## src/rtl/pixel_serializer.sv

```systemverilog
// Channel-serial RGB transmitter: accepts one packed {R,G,B} pixel per handshake
// and emits its three channels as a byte stream, in RGB or BGR order.
module pixel_serializer #(
   parameter int COLOR_W   = 8,
   parameter int BGR_ORDER = 0
) (
   input  logic                 clk,
   input  logic                 rst_n,
   input  logic                 pix_valid,
   output logic                 pix_ready,
   input  logic [3*COLOR_W-1:0] pix_data,
   input  logic                 pix_last,
   output logic                 byte_valid,
   input  logic                 byte_ready,
   output logic [COLOR_W-1:0]   byte_data,
   output logic [1:0]           byte_chan,
   output logic                 byte_last,
   output logic [31:0]          pix_count
);

   // Both ports use valid/ready: a transfer happens on a rising edge where
   // valid && ready are both high; valid and payload hold while ready is low.
   typedef enum logic [1:0] {IDLE, S0, S1, S2} state_t;

   state_t               state;
   logic [3*COLOR_W-1:0] hold_data;
   logic                 hold_last;
   logic [31:0]          count;
   logic [1:0]           pos;
   logic [1:0]           chan;
   logic                 active;
   logic                 pix_hs;
   logic                 byte_hs;

   assign pix_ready = rst_n && ((state == IDLE) || ((state == S2) && byte_ready));
   assign pix_hs    = pix_valid && pix_ready;
   assign byte_hs   = byte_valid && byte_ready;
   assign pix_count = count;

   // Outputs decode only from state and the holding register, never pix_data.
   always_comb begin
      pos    = 2'd0;
      active = 1'b0;
      case (state)
         S0:      begin pos = 2'd0; active = 1'b1; end
         S1:      begin pos = 2'd1; active = 1'b1; end
         S2:      begin pos = 2'd2; active = 1'b1; end
         default: begin pos = 2'd0; active = 1'b0; end
      endcase
      chan       = (BGR_ORDER != 0) ? (2'd2 - pos) : pos;
      byte_valid = active;
      byte_chan  = active ? chan : 2'd0;
      case (chan)
         2'd0:    byte_data = hold_data[3*COLOR_W-1:2*COLOR_W];
         2'd1:    byte_data = hold_data[2*COLOR_W-1:COLOR_W];
         default: byte_data = hold_data[COLOR_W-1:0];
      endcase
      if (!active) byte_data = '0;
      byte_last = (state == S2) && hold_last;
   end

   always_ff @(posedge clk) begin
      if (!rst_n) begin
         state     <= IDLE;
         hold_data <= '0;
         hold_last <= 1'b0;
         count     <= 32'd0;
      end else begin
         case (state)
            IDLE: if (pix_hs) state <= S0;
            S0:   if (byte_hs) state <= S1;
            S1:   if (byte_hs) state <= S2;
            S2: begin
               if (byte_hs) begin
                  count <= count + 32'd1;
                  state <= pix_hs ? S0 : IDLE;
               end
            end
            default: state <= IDLE;
         endcase
         if (pix_hs) begin
            hold_data <= pix_data;
            hold_last <= pix_last;
         end
      end
   end

endmodule

```

## config.mk

```make
export PLATFORM = sky130hd
export DESIGN_NAME = pixel_serializer
export DESIGN_NICKNAME = d
export VERILOG_FILES = /design/src/rtl/pixel_serializer.sv
export SDC_FILE = /design/constraint.sdc
export NUM_CORES = 1
export LEC_CHECK = 0
export BUFFER_PORTS_ARGS = -buffer_cell sky130_fd_sc_hd__buf_2
export CAP_MARGIN = 20
export CORE_MARGIN = 10
export CORE_UTILIZATION = 40
export DETAILED_ROUTE_END_ITERATION = 16
export PLACE_DENSITY = 0.7
export SLEW_MARGIN = 30
export SYNTH_ARGS = -nofsm -noshare
export SYNTH_HDL_FRONTEND = slang
export SYNTH_SLANG_ARGS = --single-unit
```

## constraint.sdc

```tcl
create_clock -name clk -period 2.6 [get_ports clk]
set_input_delay 0.39 -clock clk [delete_from_list [all_inputs] [get_ports clk]]
set_output_delay 0.39 -clock clk [all_outputs]
set_load 0.05 [all_outputs]
```

# [Word-level counts from Yosys, hierarchy flattened]
# Index checks and enable logic that the tools add are counted.
[word_totals] ff_bits=59 latch_bits=0 ram_bits=0 mem_bits_ro=0 out_inout_bits=45 wordCells=35 mem_count=0
[op_classes] n_addsub=1 mul=0 div=0 n_lt_le_gt_ge=0 eq_ne=8 n_shift=0 muxes=11 bitwise_logic=0 n_reduce_logical=11
[op_table] op="32-bit by 1-bit adder with 32-bit output (second input constant)" n=1
[op_table] op="8-bit case mux with 2 select lines" n=1
[op_table] op="2-bit two-way mux" n=5
[op_table] op="8-bit two-way mux" n=1
[op_table] op="2-bit inequality test (second input constant)" n=4
[op_table] op="2-bit case mux with 4 select lines" n=1
[op_table] op="1-bit logical AND" n=5
[op_table] op="2-bit by 1-bit equality test with 1-bit output (second input constant)" n=2
[op_table] op="2-bit equality test (second input constant)" n=2
[op_table] op="2-bit logical NOT" n=2
[op_table] op="2-bit case mux with 2 select lines" n=1
[op_table] op="4-bit AND reduction" n=1
[op_table] op="3-bit OR reduction" n=1
[op_table] op="1-bit two-way mux" n=2
[op_table] op="2-bit AND reduction" n=1
[op_table] op="1-bit logical OR" n=1

# [Logic depth before layout (Yosys ltp)]
# Gate-level depths: netlist of run 1.
[depth] depth_word=8 depth_mapped=8 ltp_nobuf=6

# [Worst setup path after synthesis of run 1]
# Ideal clock, no wire load.
[synth_timing] path_type="reg-to-output" startpoint="register state[1]" endpoint="output byte_data[0]" arrival_time_ns=2.386 path_slack_ns=-0.176 stages_incl_launch_ff=5 n_path_buf=1 path_cell_list="dfxtp_1 ha_1 clkbuf_1 a221oi_1 nor3_1"
[synth_via] elab_chain_len=5 elab_cells_between_ends=10 classes_between="eq/ne: 4; mux: 4; reduce/logical: 2"
[synth_lines] item="start, declared" line_no="25" rtl="state_t state;"
[synth_lines] item="start signal, assigned" line_no="76" rtl="state <= pix_hs ? S0 : IDLE;"
[synth_lines] item="2-bit equality test" line_no="44" rtl="case (state)"
[synth_lines] item="2-bit case mux with 2 select lines" line_no="44"
[synth_lines] item="2-bit by 1-bit equality test with 1-bit output or 2-bit logical NOT (tied branches)" line_no="53" rtl="case (chan)"
[synth_lines] item="8-bit case mux with 2 select lines" line_no="53"
[synth_lines] item="8-bit two-way mux *" line_no="58" rtl="if (!active) byte_data = '0;"
[synth_lines] item="end, declared" line_no="15" rtl="output logic [COLOR_W-1:0] byte_data,"
# Mark *: on every way between the ends. The rest lies on a longest branch, timed or not.

# [Worst setup path in the final report of run 1]
[layout_timing] startpoint="register state[0]" endpoint="output byte_data[1]"
# The elaborated chain is that of the path after synthesis.

==> reports/qor.log, run 1 <==
qor: outcome.outcome complete, no violations
qor: synth.mean_instance_size_in_the_synthesized_netlist 8.12 sq um
qor: drt.viasPerCell 5.34
qor: global_route.gr-total-overflow 0
qor: drt.detail_route.first_pass.iterations 4
qor: synth.post-synth-top-area-cell sky130_fd_sc_hd__dfxtp_1
qor: placement.place.port_buffers 73
qor: pwr.power_density 740 nW/um^2
qor: synth.yosys.area_share.adder 3.13%
qor: synth.synth_compound_gate_area_share 17.6%
qor: drt.wl_per_cell 14.4 um
qor: synth.post_synth_and_or_nand_nor_area_fraction 29.6%
qor: floorplan.core.rowCount 30
qor: cells_and_area.antenna_cells 0
qor: min_path.hold_class primary input to flip-flop
qor: synth.synth_top_cells_by_area sky130_fd_sc_hd__dfxtp_1 42%, sky130_fd_sc_hd__nand2_1 8.4%, sky130_fd_sc_hd__o21ai_0 5.7%, sky130_fd_sc_hd__or4_1 4.0%, sky130_fd_sc_hd__a21oi_1 3.9%
qor: drt.postRouteAntennaNets 0
qor: sta.worst_slew_pin_slew 0.550 ns
qor: floorplan.die_x 104 um
qor: placement.detailedPlacementHpwl 5420 um
qor: synth.post_synth_xor_area_fraction 3.13%
qor: synth.synthFlopType sky130_fd_sc_hd__dfxtp_1
qor: clocking.cts_buffer_depth 2
qor: critical_path.cp_cell_sequence inv_1 -> ha_1 -> a221oi_1 -> nor3_2 -> buf_2
qor: synth.synth.cells.most_frequent 63 x sky130_fd_sc_hd__nand2_1, 59 x sky130_fd_sc_hd__dfxtp_1, 32 x sky130_fd_sc_hd__o21ai_0
qor: clocking.clock_tree_from_tritoncts done
qor: synth.synth-edff-count 0
qor: synth.combinational_family_with_the_most_area_after_synthesis simple AND/OR/NAND/NOR gates
qor: cells_and_area.filler_cell_count 683
qor: sta.period_minus_slack 2.38 ns
qor: synth.synth.distinct_cells 39
qor: synth.seq_area_frac_synth 42.2%
qor: placement.place.gp.congestion 0.808
qor: critical_path.worst_ep_arrival_time 1.99 ns
qor: synth.most_numerous_cell_in_the_yosys_netlist sky130_fd_sc_hd__nand2_1
qor: critical_path.worst_path_largest_cell_delay 0.54 ns
qor: sta.totalNegativeSetupSlack 0 ns
qor: floorplan.start_util 41.2%
qor: job.maxCapViolations 0
qor: critical_path.capturing_element_type_of_the_critical_path primary output
qor: clocking.ctsHtreeMaxLevel 3
qor: sta.timing.final.hold_violations 0
qor: synth.postSynthCellCount 345
qor: clocking.cts-root-buf sky130_fd_sc_hd__clkbuf_8
qor: synth.synthDominantCellAreaShare 42.2%
qor: floorplan.ioPinCount 74
qor: sta.maxClockFrequency 0.421 GHz
qor: global_route.grt_pass1_wl 12,700 um
qor: pwr.design_power_total 2.59 mW
qor: drt.routed_wirelength 7420 um
qor: sta.clock_skew 0.0107 ns
qor: drt.drc 0
qor: sta.finalMaxSlewViolations 0
qor: clocking.cts.clk_slew.worst_paths 0.07 ns
qor: pwr.cellLeakagePower 1.41 nW
qor: drt.vias 2,748
qor: floorplan.placeableCoreArea 6790 sq um
qor: drt.dr.first_iter.drc_count 99
qor: critical_path.criticalPathCategory flip-flop to primary output
qor: sta.worst_slew_margin_rel 63.3%
qor: synth.synth-warning-count 0
qor: sta.final-setup-viol-count 0
qor: synth.yosys-mux-area-fraction 0.357%
qor: synth.post_synthesis_net_count 381
qor: sta.rsz0062_at_grt no
qor: floorplan.die_area 10,700 sq um
qor: clocking.cts.sink_count 59
qor: pwr.ir_worst_vdd 0.423 mV
qor: global_route.gr-usage-all-layers 13.7%
qor: critical_path.slowest_stage sky130_fd_sc_hd__a221oi_1
qor: synth.ys_ff_latch 59
qor: cells_and_area.syn_to_final_growth 24.9%
qor: cells_and_area.ratio_of_cells_with_drive_above_1_in_the_final_layout 25.8%
qor: critical_path.crit_path_start_kind flip-flop
qor: floorplan.dieHeight 104 um
qor: critical_path.critPathRequiredTime 2.21 ns
qor: clocking.insertion_delay_of_the_later_clocked_pin_in_the_worst_skew_pair 0.34 ns
qor: global_route.grt_max_degree 51
qor: sta.share_of_the_cycle_needed_by_the_critical_path_after_routing 91.4%
qor: clocking.cts-buffers-inserted 9
qor: clocking.post-cts-setup-buffer-count 0
qor: cells_and_area.nets 450
qor: synth.synthesis.area 2800 sq um
qor: global_route.vias_in_the_first_global_route 2,665
qor: global_route.number_of_antenna_violations_at_the_first_check_in_global_routing 0
qor: critical_path.cp_max_fo 8
qor: synth.async_reset_ff_share 0%
## final timing paths
| kind | start | endpoint | slack, ns | depth (start not counted) |
|---|---|---|---|---|
| worst max register to register | state[1] | pix_count[29] | 0.24 | 7 |
| worst max-delay path | state[0] | byte_data[1] | 0.22 | 5 |
| worst min-delay path | pix_last | hold_last | 0.24 | 3 |
| worst min register to register | hold_data[0] | hold_data[0] | 0.45 | 2 |
## layer usage
layer | wire, um | vias to the layer above | track usage (%)
met5 | 0 | - | 0
met4 | 58 | 0 | 4.77
met3 | 596 | 6 | 6.01
met2 | 3430 | 88 | 21.5
met1 | 3330 | 1269 | 16.4
li1 | - | 1385 | -
## critical path, delay by kind of cell, from the launching register on
family                     cells  cell delay (ns)
DFF                            1             0.39
buffers and inverters          2             0.34
and+or+nand+nor                1             0.06
AOI/OAI and AO/OA              1             0.54
adders and majority gates      1             0.33
## sequential cells by signal (all words and copies together), names as in the netlist
name	cells
pix_count	32
hold_data	24
hold_last	1
state	2
## power breakdown
group | internal [mW] | total [mW] | switching [mW]
Sequential | 0.994 | 1.05 | 0.0543
Combinational | 0.196 | 0.638 | 0.442
Clock | 0.537 | 0.899 | 0.363
Total | 1.73 | 2.59 | 0.859
## cell families (layout without fill, tap and decap cells)
group                    after synthesis  after routing
XOR/XNOR                              10             10
adder cells (fa/ha/maj)                7              7
flip-flops                            59             59
AND/OR/NAND/NOR                      159            159
multiplexers                           1              1
buffers and inverters                 27            101
AO/OA/AOI/OAI                         82             82
## repair_timing
action,CTS,global route
hold buffers,0,0
endpoints found under the setup margin,0,3
gates resized for setup,0,1
## cells in the final DEF, fill, tap and decap left out, types with 3 or more instances in the layout
master                     instances
sky130_fd_sc_hd__a21oi_1          22
sky130_fd_sc_hd__xnor2_1           3
sky130_fd_sc_hd__nor2b_1           8
sky130_fd_sc_hd__clkbuf_8          9
sky130_fd_sc_hd__inv_1             5
sky130_fd_sc_hd__a221oi_1          8
sky130_fd_sc_hd__nand4_1          12
sky130_fd_sc_hd__and2_1            6
sky130_fd_sc_hd__or3_1             5
sky130_fd_sc_hd__and4_1            3
sky130_fd_sc_hd__ha_1              7
sky130_fd_sc_hd__nand2_1          63
sky130_fd_sc_hd__o211ai_1          3
sky130_fd_sc_hd__and3_1            3
sky130_fd_sc_hd__buf_4             6
sky130_fd_sc_hd__xor2_1            7
sky130_fd_sc_hd__nor3_2            8
sky130_fd_sc_hd__o21ai_0          32
sky130_fd_sc_hd__nand3_1           9
sky130_fd_sc_hd__buf_2            73
sky130_fd_sc_hd__dfxtp_1          59
sky130_fd_sc_hd__or4_1            15
sky130_fd_sc_hd__nor2_1           14
sky130_fd_sc_hd__o31ai_1          14
## area by class of cell
type                       count  area (sq um)  share of cell area [%]
multi-input combinational    259          1550                    44.4
clock inverter                 5          77.6                    2.22
sequential                    59          1180                    33.8
clock buffer                  11           131                    3.76
timing repair buffer          79           410                    11.7
inverter                       6          22.5                   0.644
tap                           96           120                    3.43
## per-stage QoR
step | cells | instance area, sq um | util (%) | hold slack, ns | worst slack [ns]
after floorplan | 345 | 2840 | - | 0.431 | 0.245
after global placement | 499 | 3280 | 48.3 | 0.447 | 0.359
after detailed placement | 499 | 3280 | 48.3 | 0.453 | 0.224
after CTS | 515 | 3490 | 51.4 | 0.231 | 0.229
after global routing | 515 | 3500 | 51.5 | 0.246 | 0.0294
final | 515 | 3500 | 51.5 | 0.244 | 0.224
No activity file was read; power rests on OpenSTA's default activity.
==> inputs of run 2 (changes only) <==
Settings changed: CELL_PAD_IN_SITES_DETAIL_PLACEMENT from default to 0, CELL_PAD_IN_SITES_GLOBAL_PLACEMENT from default to 2, CORE_UTILIZATION 40 to 31, CTS_BUF_LIST from default to sky130_fd_sc_hd__clkbuf_8, PLACE_DENSITY 0.7 to 0.89.
==> reports/qor.log, run 2 (synthesis gave the netlist of run 1 again) <==
qor: sta.maxClockFrequency 0.422 GHz [+0.15%]
qor: sta.share_of_the_cycle_needed_by_the_critical_path_after_routing 91.2% [-0.14 points]
qor: drt.viasPerCell 5.15 [-3.6%]
qor: cells_and_area.most_frequent_standard_cell_in_the_layout_excluding_fill_and_tap_cells sky130_fd_sc_hd__buf_2
qor: critical_path.cp_cell_sequence inv_1 -> ha_1 -> and4b_1 -> nand4_1 -> buf_4 -> or4_1 -> a21oi_1
qor: clocking.cts_hold_buf 0 [unchanged]
qor: outcome.outcome complete, no violations
qor: drt.wl_per_cell 15.1 um [+4.7%]
qor: drt.top_layer met4
qor: sta.final-setup-viol-count 0 [unchanged]
qor: pwr.switching_share 35.3% [+2.1 points]
qor: drt.drc 0 [unchanged]
qor: clocking.cts_buffer_depth 2 [unchanged]
qor: clocking.cts.clk_slew.worst_paths 0.07 ns [about the same]
qor: drt.postRouteAntennaNets 0 [unchanged]
qor: clocking.post_cts_resize_count 0 [unchanged]
qor: sta.totalNegativeSetupSlack 0 ns [unchanged]
qor: critical_path.worst_path_largest_cell_delay 0.51 ns [-0.03 ns]
qor: cells_and_area.syn_to_final_growth 24.7%
qor: global_route.number_of_antenna_violations_at_the_first_check_in_global_routing 0 [unchanged]
qor: drt.met3_length 644 um [+8.1%]
qor: drt.routed_wirelength 7960 um [+7.3%]
qor: floorplan.ioPinCount 74 [unchanged]
qor: cells_and_area.ratio_of_cells_with_drive_above_1_in_the_final_layout 26.2% [+0.41 points]
qor: critical_path.cp_max_fo 17 [+9]
qor: floorplan.die_x 115 um [+11%]
qor: floorplan.start_util 32.0% [-9.3 points]
qor: critical_path.criticalPathCategory flip-flop to flip-flop
qor: cells_and_area.mostFrequentLayoutCells 73 x sky130_fd_sc_hd__buf_2, 63 x sky130_fd_sc_hd__nand2_1, 59 x sky130_fd_sc_hd__dfxtp_1
qor: pwr.cellLeakagePower 1.40 nW [-0.42%]
qor: critical_path.worstReg2RegStart state[1]
qor: global_route.grt_pass1_wl 13,400 um [+5.5%]
qor: global_route.vias_in_the_first_global_route 2,719 [+2.0%]
qor: global_route.grt_max_degree 51 [unchanged]
qor: placement.place.port_buffers 73 [unchanged]
qor: critical_path.capturing_element_type_of_the_critical_path flip-flop
qor: placement.pre_cts_ws 0.187 ns [-0.0368 ns]
qor: clocking.clock_tree_from_tritoncts done
qor: critical_path.flop_to_flop_setup_slack 0.23 ns [about the same]
qor: sta.setup_ws 0.228 ns [+0.00363 ns]
qor: sta.rsz0062_at_grt no
qor: pwr.power_density 701 nW/um^2 [-5.2%]
qor: drt.detailroute.wirelength.met2 3580 um [+4.5%]
qor: clocking.cts-root-buf sky130_fd_sc_hd__clkbuf_8
qor: critical_path.slowest_stage sky130_fd_sc_hd__or4_1
qor: floorplan.die_area 13,200 sq um [+23%]
qor: min_path.timing.hold.worst.start pix_data[3]
qor: clocking.insertion_delay_of_the_later_clocked_pin_in_the_worst_skew_pair 0.34 ns [about the same]
qor: critical_path.critPathRequiredTime 2.86 ns [+0.65 ns]
qor: placement.dp_cells 512 [+2.6%]
qor: pwr.power.share.combinational 26.1% [+1.4 points]
qor: clocking.cts.sink_count 59 [unchanged]
qor: placement.place.gp.congestion 0.823 [+1.9%]
qor: cells_and_area.nets 451 [+0.22%]
qor: sta.timing.final.hold_violations 0 [unchanged]
qor: job.maxCapViolations 0 [unchanged]
qor: critical_path.worstSetupStartpoint state[1]
qor: floorplan.core.rowCount 34 [+13%]
qor: sta.period_minus_slack 2.37 ns [-0.00363 ns]
qor: sta.clock_skew 0.0150 ns [+0.00427 ns]
qor: cells_and_area.largest_reg_flops 32 [unchanged]
qor: cells_and_area.filler_cell_count 955 [+40%]
qor: drt.vias 2,717 [-1.1%]
qor: pwr.power.net_switching 0.865 mW [+0.64%]
qor: sta.worst_slew_margin_rel 64.0% [+0.68 points]
qor: floorplan.placeableCoreArea 8760 sq um [+29%]
qor: pwr.p_int 1.58 mW [-8.4%]
qor: sta.finalMaxSlewViolations 0 [unchanged]
qor: global_route.gr-usage-all-layers 12.2% [-1.5 points]
qor: clocking.cts-buffers-inserted 9 [unchanged]
qor: min_path.hold_class primary input to flip-flop
qor: critical_path.cp_buf_inv_count 2 [unchanged]
qor: floorplan.dieHeight 115 um [+11%]
qor: critical_path.crit_path_start_kind flip-flop
qor: clocking.post-cts-setup-buffer-count 0 [unchanged]
qor: drt.dr.first_iter.drc_count 158 [+60%]
qor: sta.worst_slew_pin_slew 0.540 ns [-0.0102 ns]
qor: critical_path.worst_ep_arrival_time 2.63 ns [+0.64 ns]
qor: drt.routedLengthMet1 3620 um [+8.8%]
qor: critical_path.crit_family simple AND/OR/NAND/NOR gates
qor: placement.detailedPlacementHpwl 5810 um [+7.2%]
qor: cells_and_area.antenna_cells 0 [unchanged]
qor: clocking.ctsHtreeMaxLevel 3 [unchanged]
qor: drt.detail_route.first_pass.iterations 4 [unchanged]
qor: pwr.power.sequential.fraction 42.9% [+2.3 points]
qor: pwr.p_clk_share 31.0% [-3.8 points]
qor: pwr.ir_worst_vdd 0.290 mV [-31%]
qor: cells_and_area.final_cells 528 [+2.5%]
qor: global_route.gr-total-overflow 0 [unchanged]
## run 2: changes by cell type in the layout (fill, tap and decap cells not counted), sizes merged
cell	previous run	this run
buf	79	80
bufinv	2	0
inv	5	6
clkinvlp	1	2
## run 2: layer usage
metal,track usage [%],up-vias
li1,-,1383
met1,15.2,1248
met2,18.6,75
met3,4.69,11
met4,4.54,0
met5,0,-
## run 2: metrics by stage
stage | utilization, % | hold WS (ns) | total power [mW] | instance area, sq um
2_1_floorplan | - | 0.431 | 1.54 | 2840
3_3_place_gp | 37.7 | 0.445 | 1.71 | 3310
3_5_place_dp | 37.7 | 0.453 | 1.72 | 3310
4_1_cts | 39.8 | 0.239 | 2.48 | 3490
5_1_grt | 39.8 | 0.255 | 2.60 | 3490
6_report | 39.8 | 0.249 | 2.45 | 3490
## run 2: layout make-up
type | count | area, sq um | share of cell area (%)
Sequential cell | 59 | 1180 | 33.8
Tap cell | 108 | 135 | 3.87
Multi-Input combinational cell | 259 | 1550 | 44.5
Clock buffer | 11 | 151 | 4.34
Inverter | 6 | 22.5 | 0.645
Clock inverter | 5 | 28.8 | 0.824
Timing Repair Buffer | 80 | 418 | 12.0
## run 2: worst paths after layout
path                                 endpoint  cells past startpoint
worst min register to register   hold_data[8]                      2
worst max register to register  pix_count[17]                      7
worst max-delay path            pix_count[17]                      7
worst min-delay path             hold_data[3]                      3
## run 2: power by group through the flow
stage                     clock (mW)  sequential [mW]  combinational (mW)
after floorplan                    0             1.05               0.485
after global placement             0             1.07               0.642
after detailed placement           0             1.07               0.646
after CTS                      0.784             1.05               0.649
after global routing           0.824             1.06               0.713
final                          0.759             1.05               0.638
## run 2: worst min-delay path: stages
cell and delay, ns:
sky130_fd_sc_hd__buf_2 0.08, sky130_fd_sc_hd__nand2_1 0.03, sky130_fd_sc_hd__o21ai_0 0.05
